$ cat config.mk
export PLATFORM = sky130hd
export DESIGN_NAME = mcpu_ctrl_fsm
export DESIGN_NICKNAME = d
export VERILOG_FILES = /design/src/rtl/mcpu_pkg.sv /design/src/rtl/mcpu_alu_dec.sv /design/src/rtl/mcpu_ctrl_fsm.sv
export SDC_FILE = /design/constraint.sdc
export NUM_CORES = 1
export LEC_CHECK = 0
export ABC_AREA = 1
export BUFFER_PORTS_ARGS = -buffer_cell sky130_fd_sc_hd__buf_2
export CAP_MARGIN = 20
export CORE_MARGIN = 4
export CORE_UTILIZATION = 39
export CTS_CLUSTER_DIAMETER = 50
export DETAILED_ROUTE_END_ITERATION = 8
export MAX_ROUTING_LAYER = met4
export PLACE_DENSITY = 0.76
export SYNTH_ARGS = -nofsm -noshare
export SYNTH_HDL_FRONTEND = slang
export SYNTH_HIERARCHICAL = 1
export SYNTH_SLANG_ARGS = --single-unit
$ cat constraint.sdc
create_clock -name clk -period 1.1 [get_ports clk]
set_input_delay 0.055 -clock clk [delete_from_list [all_inputs] [get_ports clk]]
set_output_delay 0.055 -clock clk [all_outputs]
set_load 0.01 [all_outputs]
$ cat src/rtl/mcpu_pkg.sv
// Shared encodings for the multi-cycle MIPS controller: states, opcodes,
// funct codes, ALU_Control codes and datapath mux selects.
package mcpu_pkg;

  typedef enum logic [3:0] {
    ST_IF       = 4'd0,
    ST_ID       = 4'd1,
    ST_MEM_ADDR = 4'd2,
    ST_MEM_RD   = 4'd3,
    ST_WB_LW    = 4'd4,
    ST_MEM_WR   = 4'd5,
    ST_EX_R     = 4'd6,
    ST_WB_R     = 4'd7,
    ST_BEQ      = 4'd8,
    ST_JUMP     = 4'd9,
    ST_EX_I     = 4'd10,
    ST_WB_I     = 4'd11
  } state_t;

  localparam logic [5:0] OP_RTYPE = 6'b000000;
  localparam logic [5:0] OP_LW    = 6'b100011;
  localparam logic [5:0] OP_SW    = 6'b101011;
  localparam logic [5:0] OP_BEQ   = 6'b000100;
  localparam logic [5:0] OP_BNE   = 6'b000101;
  localparam logic [5:0] OP_J     = 6'b000010;
  localparam logic [5:0] OP_ADDI  = 6'b001000;
  localparam logic [5:0] OP_SLTI  = 6'b001010;

  localparam logic [5:0] FN_ADD = 6'b100000;
  localparam logic [5:0] FN_SUB = 6'b100010;
  localparam logic [5:0] FN_AND = 6'b100100;
  localparam logic [5:0] FN_OR  = 6'b100101;
  localparam logic [5:0] FN_NOR = 6'b100111;
  localparam logic [5:0] FN_SLT = 6'b101010;

  localparam logic [2:0] ALU_AND = 3'b000;
  localparam logic [2:0] ALU_OR  = 3'b001;
  localparam logic [2:0] ALU_ADD = 3'b010;
  localparam logic [2:0] ALU_NOR = 3'b100;
  localparam logic [2:0] ALU_SUB = 3'b110;
  localparam logic [2:0] ALU_SLT = 3'b111;

  localparam logic [1:0] SRCB_REG     = 2'b00;
  localparam logic [1:0] SRCB_FOUR    = 2'b01;
  localparam logic [1:0] SRCB_IMM     = 2'b10;
  localparam logic [1:0] SRCB_IMM_SH2 = 2'b11;

  localparam logic [1:0] PCSRC_ALU    = 2'b00;
  localparam logic [1:0] PCSRC_ALUOUT = 2'b01;
  localparam logic [1:0] PCSRC_JUMP   = 2'b10;

  localparam int MEM_WAIT_MAX_DEF = 15;

endpackage

$ cat src/rtl/mcpu_alu_dec.sv
// R-type funct to ALU_Control decoder, shared with the single-cycle controller.
module mcpu_alu_dec
  import mcpu_pkg::*;
(
  input  logic [5:0] funct,
  output logic [2:0] alu_ctrl,
  output logic       funct_valid
);

  always_comb begin
    alu_ctrl    = ALU_ADD;
    funct_valid = 1'b1;
    case (funct)
      FN_ADD:  alu_ctrl = ALU_ADD;
      FN_SUB:  alu_ctrl = ALU_SUB;
      FN_AND:  alu_ctrl = ALU_AND;
      FN_OR:   alu_ctrl = ALU_OR;
      FN_NOR:  alu_ctrl = ALU_NOR;
      FN_SLT:  alu_ctrl = ALU_SLT;
      default: funct_valid = 1'b0;
    endcase
  end

endmodule

$ cat src/rtl/mcpu_ctrl_fsm.sv
// Multi-cycle MIPS control unit with memory-ready stalls and sticky error flags.
// Build option: define MCPU_BNE_EN to execute bne through the branch state.
//
// state    | meaning
// IF       | fetch, wait for mem_ready, load IR and PC+4
// ID       | decode, branch target into ALUOut, opcode dispatch
// MEM_ADDR | lw/sw address = A + imm
// MEM_RD   | data read, wait for mem_ready
// WB_LW    | MDR to rt
// MEM_WR   | data write, wait for mem_ready
// EX_R     | R-type ALU op from funct
// WB_R     | ALUOut to rd
// BEQ      | compare A - B, conditional PC load
// JUMP     | PC <= jump target
// EX_I     | addi/slti ALU op with imm
// WB_I     | ALUOut to rt
module mcpu_ctrl_fsm
  import mcpu_pkg::*;
#(
  parameter int MEM_WAIT_MAX = MEM_WAIT_MAX_DEF
) (
  input  logic        clk,
  input  logic        rst,
  input  logic [31:0] inst_in,
  input  logic        zero,
  input  logic        mem_ready,
  output logic        MemRead,
  output logic        MemWrite,
  output logic        IorD,
  output logic        IRWrite,
  output logic        RegDst,
  output logic        MemtoReg,
  output logic        RegWrite,
  output logic        ALUSrcA,
  output logic [1:0]  ALUSrcB,
  output logic [2:0]  ALU_Control,
  output logic        PCWrite,
  output logic        Branch,
  output logic [1:0]  PCSource,
  output logic        illegal_op,
  output logic        mem_timeout,
  output logic [3:0]  state_out
);

  localparam int WCW = $clog2(MEM_WAIT_MAX + 1);

  state_t         state, state_nxt, dec_state;
  logic [WCW-1:0] wait_cnt;
  logic           ill_set, waiting;
  logic [5:0]     opcode;
  logic [2:0]     r_alu_ctrl;
  logic           r_funct_valid;
  logic           unused_ok;

  assign opcode    = inst_in[31:26];
  assign state_out = state;
  assign unused_ok = ^{inst_in[25:6], zero};
  // While rst is held the control word is decoded as IF with no strobes.
  assign dec_state = rst ? ST_IF : state;
  assign waiting   = (state == ST_IF || state == ST_MEM_RD || state == ST_MEM_WR)
                     && !mem_ready;

  mcpu_alu_dec u_alu_dec (
    .funct       (inst_in[5:0]),
    .alu_ctrl    (r_alu_ctrl),
    .funct_valid (r_funct_valid)
  );

  always_ff @(posedge clk) begin
    if (rst) begin
      state       <= ST_IF;
      illegal_op  <= 1'b0;
      mem_timeout <= 1'b0;
      wait_cnt    <= WCW'(MEM_WAIT_MAX);
    end else begin
      state <= state_nxt;
      if (ill_set) illegal_op <= 1'b1;
      if (waiting) begin
        if (wait_cnt != '0) wait_cnt <= wait_cnt - WCW'(1);
        if (wait_cnt == WCW'(1)) mem_timeout <= 1'b1;
      end else begin
        wait_cnt <= WCW'(MEM_WAIT_MAX);
      end
    end
  end

  always_comb begin
    MemRead     = 1'b0;
    MemWrite    = 1'b0;
    IorD        = 1'b0;
    IRWrite     = 1'b0;
    RegDst      = 1'b0;
    MemtoReg    = 1'b0;
    RegWrite    = 1'b0;
    ALUSrcA     = 1'b0;
    ALUSrcB     = SRCB_REG;
    ALU_Control = ALU_AND;
    PCWrite     = 1'b0;
    Branch      = 1'b0;
    PCSource    = PCSRC_ALU;
    ill_set     = 1'b0;
    state_nxt   = state;
    case (dec_state)
      ST_IF: begin
        MemRead     = 1'b1;
        ALUSrcB     = SRCB_FOUR;
        ALU_Control = ALU_ADD;
        if (mem_ready) begin
          IRWrite   = !rst;
          PCWrite   = !rst;
          state_nxt = ST_ID;
        end
      end
      ST_ID: begin
        ALUSrcB     = SRCB_IMM_SH2;
        ALU_Control = ALU_ADD;
        case (opcode)
          OP_RTYPE:          state_nxt = ST_EX_R;
          OP_LW, OP_SW:      state_nxt = ST_MEM_ADDR;
          OP_BEQ:            state_nxt = ST_BEQ;
`ifdef MCPU_BNE_EN
          OP_BNE:            state_nxt = ST_BEQ;
`endif
          OP_J:              state_nxt = ST_JUMP;
          OP_ADDI, OP_SLTI:  state_nxt = ST_EX_I;
          default: begin
            ill_set   = 1'b1;
            state_nxt = ST_IF;
          end
        endcase
      end
      ST_EX_R: begin
        ALUSrcA     = 1'b1;
        ALU_Control = r_alu_ctrl;
        if (r_funct_valid) begin
          state_nxt = ST_WB_R;
        end else begin
          ill_set   = 1'b1;
          state_nxt = ST_IF;
        end
      end
      ST_WB_R: begin
        RegDst    = 1'b1;
        RegWrite  = 1'b1;
        state_nxt = ST_IF;
      end
      ST_MEM_ADDR: begin
        ALUSrcA     = 1'b1;
        ALUSrcB     = SRCB_IMM;
        ALU_Control = ALU_ADD;
        state_nxt   = (opcode == OP_LW) ? ST_MEM_RD : ST_MEM_WR;
      end
      ST_MEM_RD: begin
        MemRead = 1'b1;
        IorD    = 1'b1;
        if (mem_ready) state_nxt = ST_WB_LW;
      end
      ST_WB_LW: begin
        MemtoReg  = 1'b1;
        RegWrite  = 1'b1;
        state_nxt = ST_IF;
      end
      ST_MEM_WR: begin
        MemWrite = 1'b1;
        IorD     = 1'b1;
        if (mem_ready) state_nxt = ST_IF;
      end
      ST_BEQ: begin
        ALUSrcA     = 1'b1;
        ALU_Control = ALU_SUB;
        PCSource    = PCSRC_ALUOUT;
`ifdef MCPU_BNE_EN
        // bne shares the compare but loads the PC on inequality.
        if (opcode == OP_BNE) PCWrite = ~zero;
        else                  Branch  = 1'b1;
`else
        Branch      = 1'b1;
`endif
        state_nxt   = ST_IF;
      end
      ST_JUMP: begin
        PCWrite   = 1'b1;
        PCSource  = PCSRC_JUMP;
        state_nxt = ST_IF;
      end
      ST_EX_I: begin
        ALUSrcA     = 1'b1;
        ALUSrcB     = SRCB_IMM;
        ALU_Control = (opcode == OP_SLTI) ? ALU_SLT : ALU_ADD;
        state_nxt   = ST_WB_I;
      end
      ST_WB_I: begin
        RegWrite  = 1'b1;
        state_nxt = ST_IF;
      end
      default: state_nxt = ST_IF;
    endcase
  end

endmodule

==> results of run 1 <==
==> worst min path at each step <==
stage | start | endpoint | slack [ns] | cells past startpoint
after CTS | rst | illegal_op | 0.06 | 2
after global routing | rst | illegal_op | 0.07 | 2
final | rst | illegal_op | 0.06 | 2
after detailed placement | rst | illegal_op | 0.33 | 2
after floorplan | rst | illegal_op | 0.12 | 1
after global placement | rst | illegal_op | 0.32 | 2
==> placed cells by master, fill, tap and decap left out, types with 2 or more instances in the layout <==
cell type and instances:
sky130_fd_sc_hd__o21ai_1 3, sky130_fd_sc_hd__nand3_2 7, sky130_fd_sc_hd__o21ai_0 2, sky130_fd_sc_hd__buf_2 34, sky130_fd_sc_hd__nor2_1 19, sky130_fd_sc_hd__nand2_2 10
sky130_fd_sc_hd__dfxtp_4 4, sky130_fd_sc_hd__o211ai_1 2, sky130_fd_sc_hd__inv_4 3, sky130_fd_sc_hd__nor2_4 8, sky130_fd_sc_hd__nand4_1 5, sky130_fd_sc_hd__buf_6 11
sky130_fd_sc_hd__ha_1 3, sky130_fd_sc_hd__nor2_2 4, sky130_fd_sc_hd__inv_2 10, sky130_fd_sc_hd__nand2_1 33, sky130_fd_sc_hd__nand3_1 15, sky130_fd_sc_hd__buf_4 18
sky130_fd_sc_hd__nand2_4 7, sky130_fd_sc_hd__o21ai_2 2, sky130_fd_sc_hd__clkbuf_4 3, sky130_fd_sc_hd__nand3b_1 3, sky130_fd_sc_hd__inv_1 23, sky130_fd_sc_hd__dfxtp_1 6
==> kinds of logic after synthesis <==
kind of cell	share of synthesized area [%]
buffers and inverters	13.8
AOI/OAI and AO/OA	8.85
xor gates and xnor gates	0.849
DFF	19.4
and+or+nand+nor	53.5
adders and majority gates	3.64
==> repair_timing <==
item                                    CTS  global route
setup buffers                             9             3
pin swaps                                10            14
gates resized for setup                  42            19
hold buffers                              0             0
endpoints found under the setup margin   27            27
==> power by group <==
part	leakage (nW)	switching [W]	total, W	internal, W
clock	0.0210	0.000139	0.000340	0.000201
combinational	0.865	0.000200	0.000348	0.000148
sequential	0.0844	0.0000142	0.000383	0.000368
==> state kept, by name (all words and copies together), names as in the netlist <==
signal and flops:
illegal_op 1, mem_timeout 1, state_out 4, wait_cnt 4
==> per-stage QoR <==
stage | power, W | TNS (ns)
6_report | 0.00107 | -4.84
4_1_cts | 0.00106 | -4.16
5_1_grt | 0.00112 | -6.47
2_1_floorplan | 0.000552 | -0.0290
3_3_place_gp | 0.000672 | -0.745
3_5_place_dp | 0.000672 | -0.959
==> layout make-up <==
class	count	area [um^2]
Inverter	36	143
Fill cell	208	807
Multi-Input combinational cell	131	832
Sequential cell	10	215
Clock buffer	4	36.3
Tap cell	30	37.5
Timing Repair Buffer	63	429
==> per-layer routing <==
layer / wire, um / global-route usage, % / up-vias
met1: 1340 / 20.0 / 584
li1: - / - / 692
met4: 98 / 12.0 / 0
met2: 1710 / 33.1 / 51
met3: 205 / 2.61 / 10
met5: 0 / - / -
==> flow_results.org, run 1 <==
** Logic synthesis
- Of the synthesized area, sequential elements account for 19.4%.
- Synthesized cell area :: around 1000 um^2
- The biggest area contributor in the post-synthesis netlist is sky130_fd_sc_hd__dfxtp_1.
- Fraction of registers with async set or reset after synthesis :: 0%
- By count the netlist is led by sky130_fd_sc_hd__nand2_1 (41), sky130_fd_sc_hd__inv_1 (34), sky130_fd_sc_hd__nor2_1 (27), sky130_fd_sc_hd__nand3_1 (18), sky130_fd_sc_hd__dfxtp_1 (10).
- Number of flip-flops and latches in the synthesized netlist :: 10
- In the synthesized netlist the dominant register cell turns out to be sky130_fd_sc_hd__dfxtp_1.
- Library cells used by synthesis :: 26
- Biggest area contributors in the synthesized netlist :: sky130_fd_sc_hd__dfxtp_1 (19%), sky130_fd_sc_hd__nand2_1 (15%), sky130_fd_sc_hd__inv_1 (12%)
- The synthesized design contains 0 enable-type register cells.
- In the synthesized netlist, the number of instances is ~180.
- Average size of a mapped cell :: about 5.8 um^2
- For this run, the number of Yosys warnings is 6.
- When the netlist entered floorplanning its net count stood at 217.
- Most common cell in the netlist :: sky130_fd_sc_hd__nand2_1
- Top cell type's share of synthesized area :: 19.4%

** Setup path
- In this run the critical register-to-register path is captured at state_out[0].
- The critical path is of the flop to output pin type.
- Worst Path Max Fanout :: 5
- STA classifies the critical path startpoint as a flop.
- The most critical setup path has its startpoint at state_out[0].
- For the worst setup path, the data arrival time is 1.40 ns.
- Grouping stages by cell kind, the critical path spends the most delay in simple AND/OR/NAND/NOR gates.
- The most critical setup path has its endpoint at ALU_Control[2].
- Crit-path cells :: inv_4 > nand2_4 > nor2_4 > nand2_2 > inv_2 > nand4_1 > nand3b_1 > buf_2
- Worst path depth :: 8
- Highest-delay cell along the critical path :: sky130_fd_sc_hd__dfxtp_4
- Slack of the worst reg-to-reg path :: -0.13 ns
- The critical path contains buffers and inverters numbering 3 combined.
- Crit end category :: output pin
- CP required :: 1.04 ns
- In this design, the stage delay of the slowest critical-path cell is 0.37 ns.
- Start of the worst register-to-register path :: state_out[0]
- The worst register-to-register path has a depth of 8.

** CTS
- For the worst-skew pair, the clock arrives at the later sink with an insertion delay of 0.27 ns.
- CTS built an H-tree with a depth of 1.
- The clock passes through at most 2 buffers.
- Total number of clock tree sinks :: 10
- Root buffer cell :: sky130_fd_sc_hd__clkbuf_4
- CTS tree :: done
- Clock buffers created by TritonCTS :: 3
- Clock-pin slew was measured on the worst setup and hold paths at around 0.07 ns.

** Layout
- Layout Utilization :: about two thirds
- Area added between synthesis and finish :: 64.0%
- Post-route standard cell area excluding fillers :: 1690 um^2
- At the end of the flow, the number of nets in the layout was about 280.
- Final cell count without fillers :: 274
- Antenna cells :: 0
- The post-route netlist has 51.6% of its cells at a drive strength greater than 1.

** STA
- Minimum clock period after layout :: 1.45 ns
- Setup repair after global routing missed its margin :: true
- The count of pins over their slew limit came to 0.
- Across all setup checks in the final design, the least slack found is -0.353 ns.
- Maximum operating frequency :: about 0.69 GHz
- Number of endpoints with negative hold slack in the final report :: 0
- In this run the tightest slew margin relative to its limit is around 79%.
- Between clock sinks in the finished design, the worst skew comes to about 0.0027 ns.
- Total setup violations reported at the end of the flow :: 25
- Transition at the pin with the smallest max-transition slack :: 0.314 ns
- Worst hold margin :: roughly 0.064 ns
- The worst path uses 132% of the clock period.

** Drt
- Number of DRC markers in iteration 0 :: 56
- In this run the remaining antenna-violating nets after routing total 0.
- For this run, the detailed router's first-pass iteration total came to 4.
- Dividing the detail-routed via count by the number of cells gives 4.88.
- Detailed routing inserted a total of 1337 vias.
- Routed wirelength normalized by instance count :: around 12 um
- Final wirelength :: 3350 um
- Number of design rule violations left after detail routing :: 0

** GRT
- Via count of the first global-routing pass :: 1247
- Wire length of the first global-routing pass :: 5010 um
- Remaining global-route overflow :: 0
- The initial antenna violation count came to 0.
- For this run, the total global-route usage over all layers was measured as a little under a fifth.
- Largest net degree at the start of global routing :: 8

** Placed design
- Placed wire-length estimate :: between 2000 and 2500 um
- Gp weighted congestion :: 0.850
- Timing analysis after detailed placement gives a worst setup slack of -0.112 ns.
- Once placement finished, the instance area stood at 1410 um^2.
- Number of buffer cells added on primary ports :: 37
- Including well taps, the total number of placed cells is 261.

** Flow run
- Max Cap Violations :: 0

** Hold path
- Path type of the worst min-delay path :: primary input to flop

** Floorplanning
- Io pins :: 59
- After floorplanning, the core was divided into 18 placement rows.
- Starting Density :: 41.3%
- The die is between 50 and 60 um wide.
- CORE AREA :: around 2500 um^2
- Die height :: 59.4 um
- Die Outline Area :: 3530 um^2

** Pwr
- The worst-case IR drop observed on VDD is 482 uV.
- Total power divided by cell area :: 632 nW/um^2
- Leakage component of the power :: 0.970 nW

** Run status
- Failing checks :: negative setup slack
- Status :: finished, violations left
Note: power is estimated with default switching activity, not from simulation.
==> inputs of run 2 (changes only) <==
==> constraint.sdc (replaced) <==
create_clock -name clk -period 1.1 [get_ports clk]
set_input_delay 0.22 -clock clk [delete_from_list [all_inputs] [get_ports clk]]
set_output_delay 0.22 -clock clk [all_outputs]
set_load 0.01 [all_outputs]
==> run 2 against run 1 <==
  * The run still ends with negative setup slack left
  * Clock power barely moved
  * Die area unchanged
  * Wire length is 6.5% higher
  * Highest routed layer unchanged
  * Clock skew is 0.0014 ns higher
  * Utilization up 8.9 points
  * Maximum frequency down 9.8%
  * Non-clock buffer count increased by 16
  * Largest cell class unchanged
  * Worst setup slack got worse by 0.16 ns
  * Critical path depth is the same
  * Global-route usage down 0.16 points
  * Register-to-register slack worse by 0.18 ns
  * Critical path type unchanged
==> flow_results.org, run 2 (synthesized netlist as in run 1, its figures left out) <==
** Setup path
- CP startpoint kind :: flop
- Worst Path Max Fanout :: 3 (-2)
- Highest-delay cell along the critical path :: sky130_fd_sc_hd__dfxtp_4
- Class of the most critical setup path :: flop to output pin
- STA classifies the critical path endpoint as an output pin.
- Crit-path cells :: inv_4 > buf_4 > nor2_4 > nand2_2 > nor2_4 > inv_2 > nand2_1 > buf_2
- The setup slack of the most critical reg-to-reg path is -0.31 ns (-0.18 ns).
- The arrival time reported for the critical path endpoint is 1.39 ns (about the same).
- The peak per-stage delay on the critical path is 0.38 ns (about the same).
- The cell that appears most often on the critical path is sky130_fd_sc_hd__nor2_4.
- CP required :: 0.88 ns (-0.16 ns)

** STA
- The number of hold-slack violations in the final timing report is 0 (unchanged).
- The upper clock frequency limit came to 0.621 GHz (-9.8%).
- Setup repair after global routing missed its margin :: true
- Final period util :: 146% (+14 points)
- Number of pins exceeding their max-slew limit in the final report :: 0 (unchanged)
- The post-route worst hold slack came to 0.164 ns (+0.100 ns).
- Worst Setup Slack, final :: -0.511 ns (-0.157 ns)
- The total of endpoints with negative setup slack in the final report was 31 (+24%).
- The measured slew at the worst slew-check pin is 0.260 ns (-0.0542 ns).
- Worst clock skew :: 0.00413 ns (+0.00142 ns)
- Worst slew margin relative to its limit :: 82.6% (+3.6 points)
- The post-route minimum period was 1.61 ns (+0.157 ns).

** Layout
- The final net count came to 300 (+5.6%).
- The post-route standard cell area excluding fillers came to 1920 um^2 (+13%).
- Leaving out fill and tap cells, the most frequent cells in the layout are sky130_fd_sc_hd__buf_4 (33), sky130_fd_sc_hd__nand2_1 (32), sky130_fd_sc_hd__buf_2 (28), sky130_fd_sc_hd__inv_1 (21).
- Antenna cells :: 0 (unchanged)
- Final cell count without fillers :: 290 (+5.8%)
- Relative to the synthesized area, the layout overhead comes to 85.6%.
- Most common cell after layout, fill and taps aside :: sky130_fd_sc_hd__buf_4
- The layout cell share with drive strength beyond 1 is 56.2% (+4.5 points).

** Placed design
- The cell area after placement is 1560 um^2 (+11%).
- Number of cells in the design after placement :: 275 (+5.4%)
- The detailed placer's ending HPWL came to 2550 um (+15%).
- Place WS :: -0.229 ns (-0.117 ns)
- The total of buffers placed on input and output ports came to 37 (unchanged).
- The placer's final routability congestion estimate was 0.957 (+13%).

** Drt
- Avg Vias per Cell :: 4.91 (+0.63%)
- Total number of vias :: 1424 (+6.5%)
- The post-detailed-route wirelength per cell was 12.3 um (+0.64%).
- The residual antenna-violating net count after detailed routing came to 0 (unchanged).
- The total routed wirelength came to 3560 um (+6.5%).
- The length of the first detailed-routing pass in iterations was 4 (unchanged).
- Number of DRC markers in iteration 0 :: 41 (-27%)
- The count of unresolved DRC violations after routing is 0 (unchanged).

** CTS
- TritonCTS built the clock tree.
- The number of hold buffers added after cts came to 0 (unchanged).
- Root buffer cell :: sky130_fd_sc_hd__clkbuf_4
- The post-CTS clock slew at the launch and capture registers of the worst setup and hold paths is 0.06 ns (about the same).
- The number of clock buffers inserted by TritonCTS is 3 (unchanged).
- Number of H-tree levels :: 1 (unchanged)
- The buffer depth of the longest clock path is 2 (unchanged).
- Total number of clock tree sinks :: 10 (unchanged)
- The insertion delay of the later-clocked pin in the worst-skew pair came to 0.27 ns (about the same).

** Floorplanning
- The number of standard-cell rows in the floorplan was 18 (unchanged).
- Die height :: 59.4 um (unchanged)
- The placeable core region was 2500 um^2 (unchanged).
- Io pins :: 59 (unchanged)
- Die Outline Area :: 3530 um^2 (unchanged)
- Starting Density :: 41.3% (unchanged)
- The width of the die came to 59.4 um (unchanged).

** GRT
- Remaining global-route overflow :: 0 (unchanged)
- The total global routing track utilization came to 18.9% (-0.16 points).
- The number of global-route vias before repair came to 1239 (-0.64%).
- The initial antenna violation count came to 0 (unchanged).
- The maximum number of pins on one net before global-route repair came to 7 (-1).
- The first-pass GRT wire length is 5010 um (unchanged).

** Pwr
- The overall power consumption was 0.00113 W (+5.7%).
- The peak ir drop on the vdd network is 631 uV (+31%).
- Internal power contribution :: 0.000756 W (+5.3%)
- The switching fraction of total power is 33.2% (+0.28 points).
- The leakage power figure is 1.04 nW (+7.2%).
- The net switching power was 0.000376 W (+6.6%).
- The clock group share of total power came to 29.8% (-2.0 points).
- The sequential group share of total power was 33.8% (-2.0 points).
- The total power density per cell area came to 591 nW/um^2 (-6.6%).
- The combinational cell fraction of total power was 36.3% (+3.8 points).

** Run status
- Failing checks :: negative setup slack
- Status :: finished, violations left

** Hold path
- In this run the worst hold path is classified as primary input to flop.

** Flow run
- The max-capacitance violation count is 0 (unchanged).
-- run 2: critical path, delay by kind of cell, from the launching register on --
kind / cells / cell delay, ns
simple gates: 4 / 0.36
flops: 1 / 0.38
buf+inv: 4 / 0.37
-- run 2: layer usage --
layer | global-route usage (%) | part of all wire, % | vias up
met5 | - | 0 | -
met1 | 20.9 | 41 | 637
li1 | - | - | 726
met3 | 1.96 | 5.4 | 14
met4 | 8.09 | 3.5 | 0
met2 | 33.7 | 50 | 47
-- run 2: final timing paths --
| kind | startpoint | cells past startpoint | to |
|---|---|---|---|
| min | rst | 2 | illegal_op |
| max reg2reg | state_out[0] | 11 | state_out[2] |
| min reg2reg | mem_timeout | 2 | mem_timeout |
| max | state_out[0] | 8 | ALUSrcB[0] |
-- run 2: metrics by stage --
step / util, % / TNS (ns)
6_report: 76.6 / -8.76
5_1_grt: 76.6 / -10.31
4_1_cts: 68.8 / -7.80
3_5_place_dp: 62.5 / -4.12
3_3_place_gp: 62.5 / -3.64
2_1_floorplan: - / -0.580
-- run 2: final cells by class --
type / count / area [um^2]
inverter: 36 / 145
tap: 30 / 37.5
fill: 174 / 584
multi-input combinational: 131 / 891
clock buffer: 4 / 36.3
timing repair buffer: 79 / 591
sequential: 10 / 215
-- run 2: repair_timing --
item                       in CTS  in global routing
pin swaps                      14                 12
hold endpoints to repair        0                  0
setup endpoints to repair      30                 31
gates resized for setup        26                 38
setup buffers                   5                  6
-- run 2: power groups by stage --
stage | combinational, W | sequential [W] | clock, W
finish | 0.000411 | 0.000383 | 0.000338
global route | 0.000447 | 0.000384 | 0.000363
CTS | 0.000351 | 0.000382 | 0.000345
detailed placement | 0.000325 | 0.000390 | 0
global placement | 0.000322 | 0.000390 | 0
floorplan | 0.000163 | 0.000397 | 0
==> inputs of run 3 (changes only) <==
Settings changed: CORE_ASPECT_RATIO from default to 0.8.
==> run 3 against run 2 <==
  * The run still ends with negative setup slack left
  * Sequential power hardly changed
  * Worst setup slack got worse by 0.016 ns
  * Cell area fell by 4.2%
  * Register-to-register slack got worse by 0.10 ns
  * Worst hold slack better by 0.16 ns
  * Maximum frequency is 0.99% lower
  * Combinational power shrank 3%
  * Count of clock-buffer cells in the layout down 1
  * Power is 7.3% lower
  * Via count up 1.1%
  * Clock skew increased by 0.0022 ns
  * Critical path depth unchanged
  * Largest cell class unchanged
  * Largest power group unchanged
  * Highest routed layer unchanged
==> flow_results.org, run 3 (synthesized netlist as in run 1, its figures left out) <==
** Run status
- The run finished, with violations left.
- The checks that failed: negative setup slack.

** Pwr
- The net switching power was 0.000380 W (+1.1%).
- Worst IR drop on VDD :: 323 uV (-49%)
- Fraction of power consumed by sequential logic :: 36.6% (+2.8 points)
- Share of total power consumed by net switching :: 36.2% (+3.0 points)
- Total power divided by cell area :: 572 nW/um^2 (-3.2%)
- Internal power contribution :: 0.000669 W (-11%)
- Gate power share :: 38.2% (+1.9 points)
- Total chip power :: 0.00105 W (-7.3%)
- The clock group share of total power came to 25.2% (-4.6 points).
- Leakage component of the power :: 1.02 nW (-1.6%)

** Flow run
- The max-capacitance violation count came to 0 (unchanged).

** Setup path
- Worst Path Max Fanout :: 5 (+2)
- Capture instance of the worst register-to-register path :: state_out[2]
- Worst r2r path cells :: 12 (+1)
- The critical path is of the flop to output pin type.
- Arr. time, crit path :: 1.41 ns (+0.02 ns)
- Crit-path cells :: inv_4 > buf_6 > nor2_4 > nand2_2 > nor2_4 > inv_2 > nand2_1 > buf_2
- Crit end category :: output pin
- The cell that appears most often on the critical path is sky130_fd_sc_hd__nor2_4.
- The peak per-stage delay on the critical path was 0.39 ns (about the same).
- The setup slack of the most critical reg-to-reg path was -0.41 ns (-0.10 ns).
- CP required :: 0.88 ns (about the same)
- Highest-delay cell along the critical path :: sky130_fd_sc_hd__dfxtp_4
- CP startpoint kind :: flop
- In this run the critical register-to-register path is launched from state_out[0].

** Hold path
- Hold EP :: mem_timeout
- The worst hold path depth came to 4 (+2).
- In this run the worst hold path is classified as primary input to flop.
- Startpoint of the worst hold path :: mem_ready

** STA
- The upper clock frequency limit is 0.615 GHz (-0.99%).
- Worst clock skew :: 0.00636 ns (+0.00223 ns)
- The count of pins over their slew limit is 0 (unchanged).
- Setup repair after global routing could not meet its margin everywhere.
- The post-route minimum period is 1.63 ns (+0.0160 ns).
- The number of hold-slack violations in the final timing report was 0 (unchanged).
- Total setup violations reported at the end of the flow :: 30 (-3.2%)
- Transition at the pin with the smallest max-transition slack :: 0.251 ns (-0.00879 ns)
- Sum of negative setup slack :: -10.29 ns (-1.53 ns)
- Final period util :: 148% (+1.5 points)
- The smallest setup slack after layout is -0.527 ns (-0.0160 ns).
- Worst slew margin relative to its limit :: 83.2% (+0.59 points)

** Floorplanning
- The number of standard-cell rows in the floorplan was 16 (-2).
- The placeable core region came to 2480 um^2 (-0.70%).
- The width of the die is 65.5 um (+10%).
- Die Outline Area :: 3540 um^2 (+0.15%)
- Die height :: 54.0 um (-9.1%)
- The total I/O pin count is 59 (unchanged).
- Starting Density :: 41.6% (+0.29 points)

** GRT
- The first-pass GRT wire length came to 5530 um (+10%).
- The maximum number of pins on one net before global-route repair is 7 (unchanged).
- The number of global-route vias before repair came to 1255 (+1.3%).
- Overall global routing resource usage :: 21.2% (+2.3 points)
- Remaining global-route overflow :: 0 (unchanged)
- Number of antenna violations at the first check in global routing :: 0 (unchanged)

** Drt
- Number of design rule violations left after detail routing :: 0 (unchanged)
- The residual antenna-violating net count after detailed routing is 0 (unchanged).
- The starting DRC count in detailed routing was 63 (+54%).
- Avg Vias per Cell :: 4.98 (+1.4%)
- Total number of vias :: 1439 (+1.1%)
- The post-detailed-route wirelength per cell is 13.9 um (+13%).
- Final wirelength :: 4010 um (+13%)
- The length of the first detailed-routing pass in iterations was 4 (unchanged).

** Layout
- The number of antenna diodes is 0 (unchanged).
- The top cell types in the final layout, fill and taps aside, are sky130_fd_sc_hd__nand2_1 (35), sky130_fd_sc_hd__buf_2 (32), sky130_fd_sc_hd__inv_1 (25), sky130_fd_sc_hd__buf_4 (25), sky130_fd_sc_hd__nor2_1 (17).
- The library cell used most frequently in the layout, excluding fill and tap cells, is sky130_fd_sc_hd__nand2_1.
- Layout Utilization :: 73.9% (-2.7 points)
- The final net count came to 294 (-2.0%).
- The layout cell share with drive strength beyond 1 came to 55.3% (-0.82 points).
- Area added between synthesis and finish :: 77.7%

** CTS
- TritonCTS built the clock tree.
- Number of H-tree levels :: 1 (unchanged)
- Clock buffers created by TritonCTS :: 3 (unchanged)
- The buffer depth of the longest clock path came to 2 (unchanged).
- Root buffer cell :: sky130_fd_sc_hd__clkbuf_4
- Clk Latency, worst-skew pair :: 0.28 ns (about the same)
- The number of clock sinks was 10 (unchanged).
- The post-CTS clock slew at the launch and capture registers of the worst setup and hold paths is 0.07 ns (about the same).

** Placed design
- The detailed placer's ending HPWL came to 2540 um (-0.35%).
- The total of buffers placed on input and output ports is 37 (unchanged).
- Gp weighted congestion :: 0.917 (-4.1%)
run 3: area by class of cell:
type | count | area, um^2
clock buffer | 3 | 22.5
fill | 189 | 648
inverter | 36 | 145
multi-input combinational | 131 | 878
sequential | 10 | 215
tap | 36 | 45.0
timing repair buffer | 73 | 528
run 3: power by group through the flow:
| stage | Clock (W) | Combinational (W) | Sequential (W) |
|---|---|---|---|
| floorplan | 0 | 0.000163 | 0.000397 |
| global placement | 0 | 0.000311 | 0.000392 |
| detailed placement | 0 | 0.000314 | 0.000393 |
| CTS | 0.000252 | 0.000369 | 0.000381 |
| global route | 0.000270 | 0.000433 | 0.000386 |
| finish | 0.000264 | 0.000400 | 0.000384 |
run 3: how the worst max path moves through the flow:
stage / from / end / slack (ns) / depth (start not counted)
after floorplan: state_out[2] / PCWrite / -0.19 / 5
after global placement: rst / ALUSrcB[0] / -0.22 / 8
after detailed placement: rst / ALUSrcB[0] / -0.25 / 8
after CTS: state_out[0] / ALU_Control[2] / -0.46 / 8
after global routing: state_out[0] / ALU_Control[2] / -0.56 / 8
final: state_out[0] / ALUSrcB[0] / -0.53 / 8
run 3: per-layer routing:
layer  GRT usage [%]  wire length [um]  share of wire, %  vias up
li1                -                 -                 -      705
met1            25.7              1680                42      651
met2            35.5              1920                48       63
met3            3.13               267               6.7       20
met4            9.31               144               3.6        0
met5               -                 0                 0        -
run 3: metrics by stage:
stage / worst slack [ns] / std cells / cell area [um^2] / hold WS (ns)
after floorplan: -0.194 / 178 / 1120 / 0.289
after global placement: -0.225 / 280 / 1560 / 0.468
after CTS: -0.459 / 288 / 1750 / 0.269
after detailed placement: -0.249 / 280 / 1560 / 0.468
final: -0.527 / 289 / 1830 / 0.321
after global routing: -0.559 / 289 / 1830 / 0.350
run 3: worst max-delay path: cells and delay by family, from the launching register on:
kind,cells,cell delay [ns]
and+or+nand+nor,4,0.37
DFF,1,0.39
buffers and inverters,4,0.37
run 3: repair_timing:
item	in CTS	in global routing
setup buffers	10	5
pin swaps	17	11
endpoints found under the hold margin	0	0
resized for setup	35	24
endpoints found under the setup margin	29	30
hold buffers	0	0
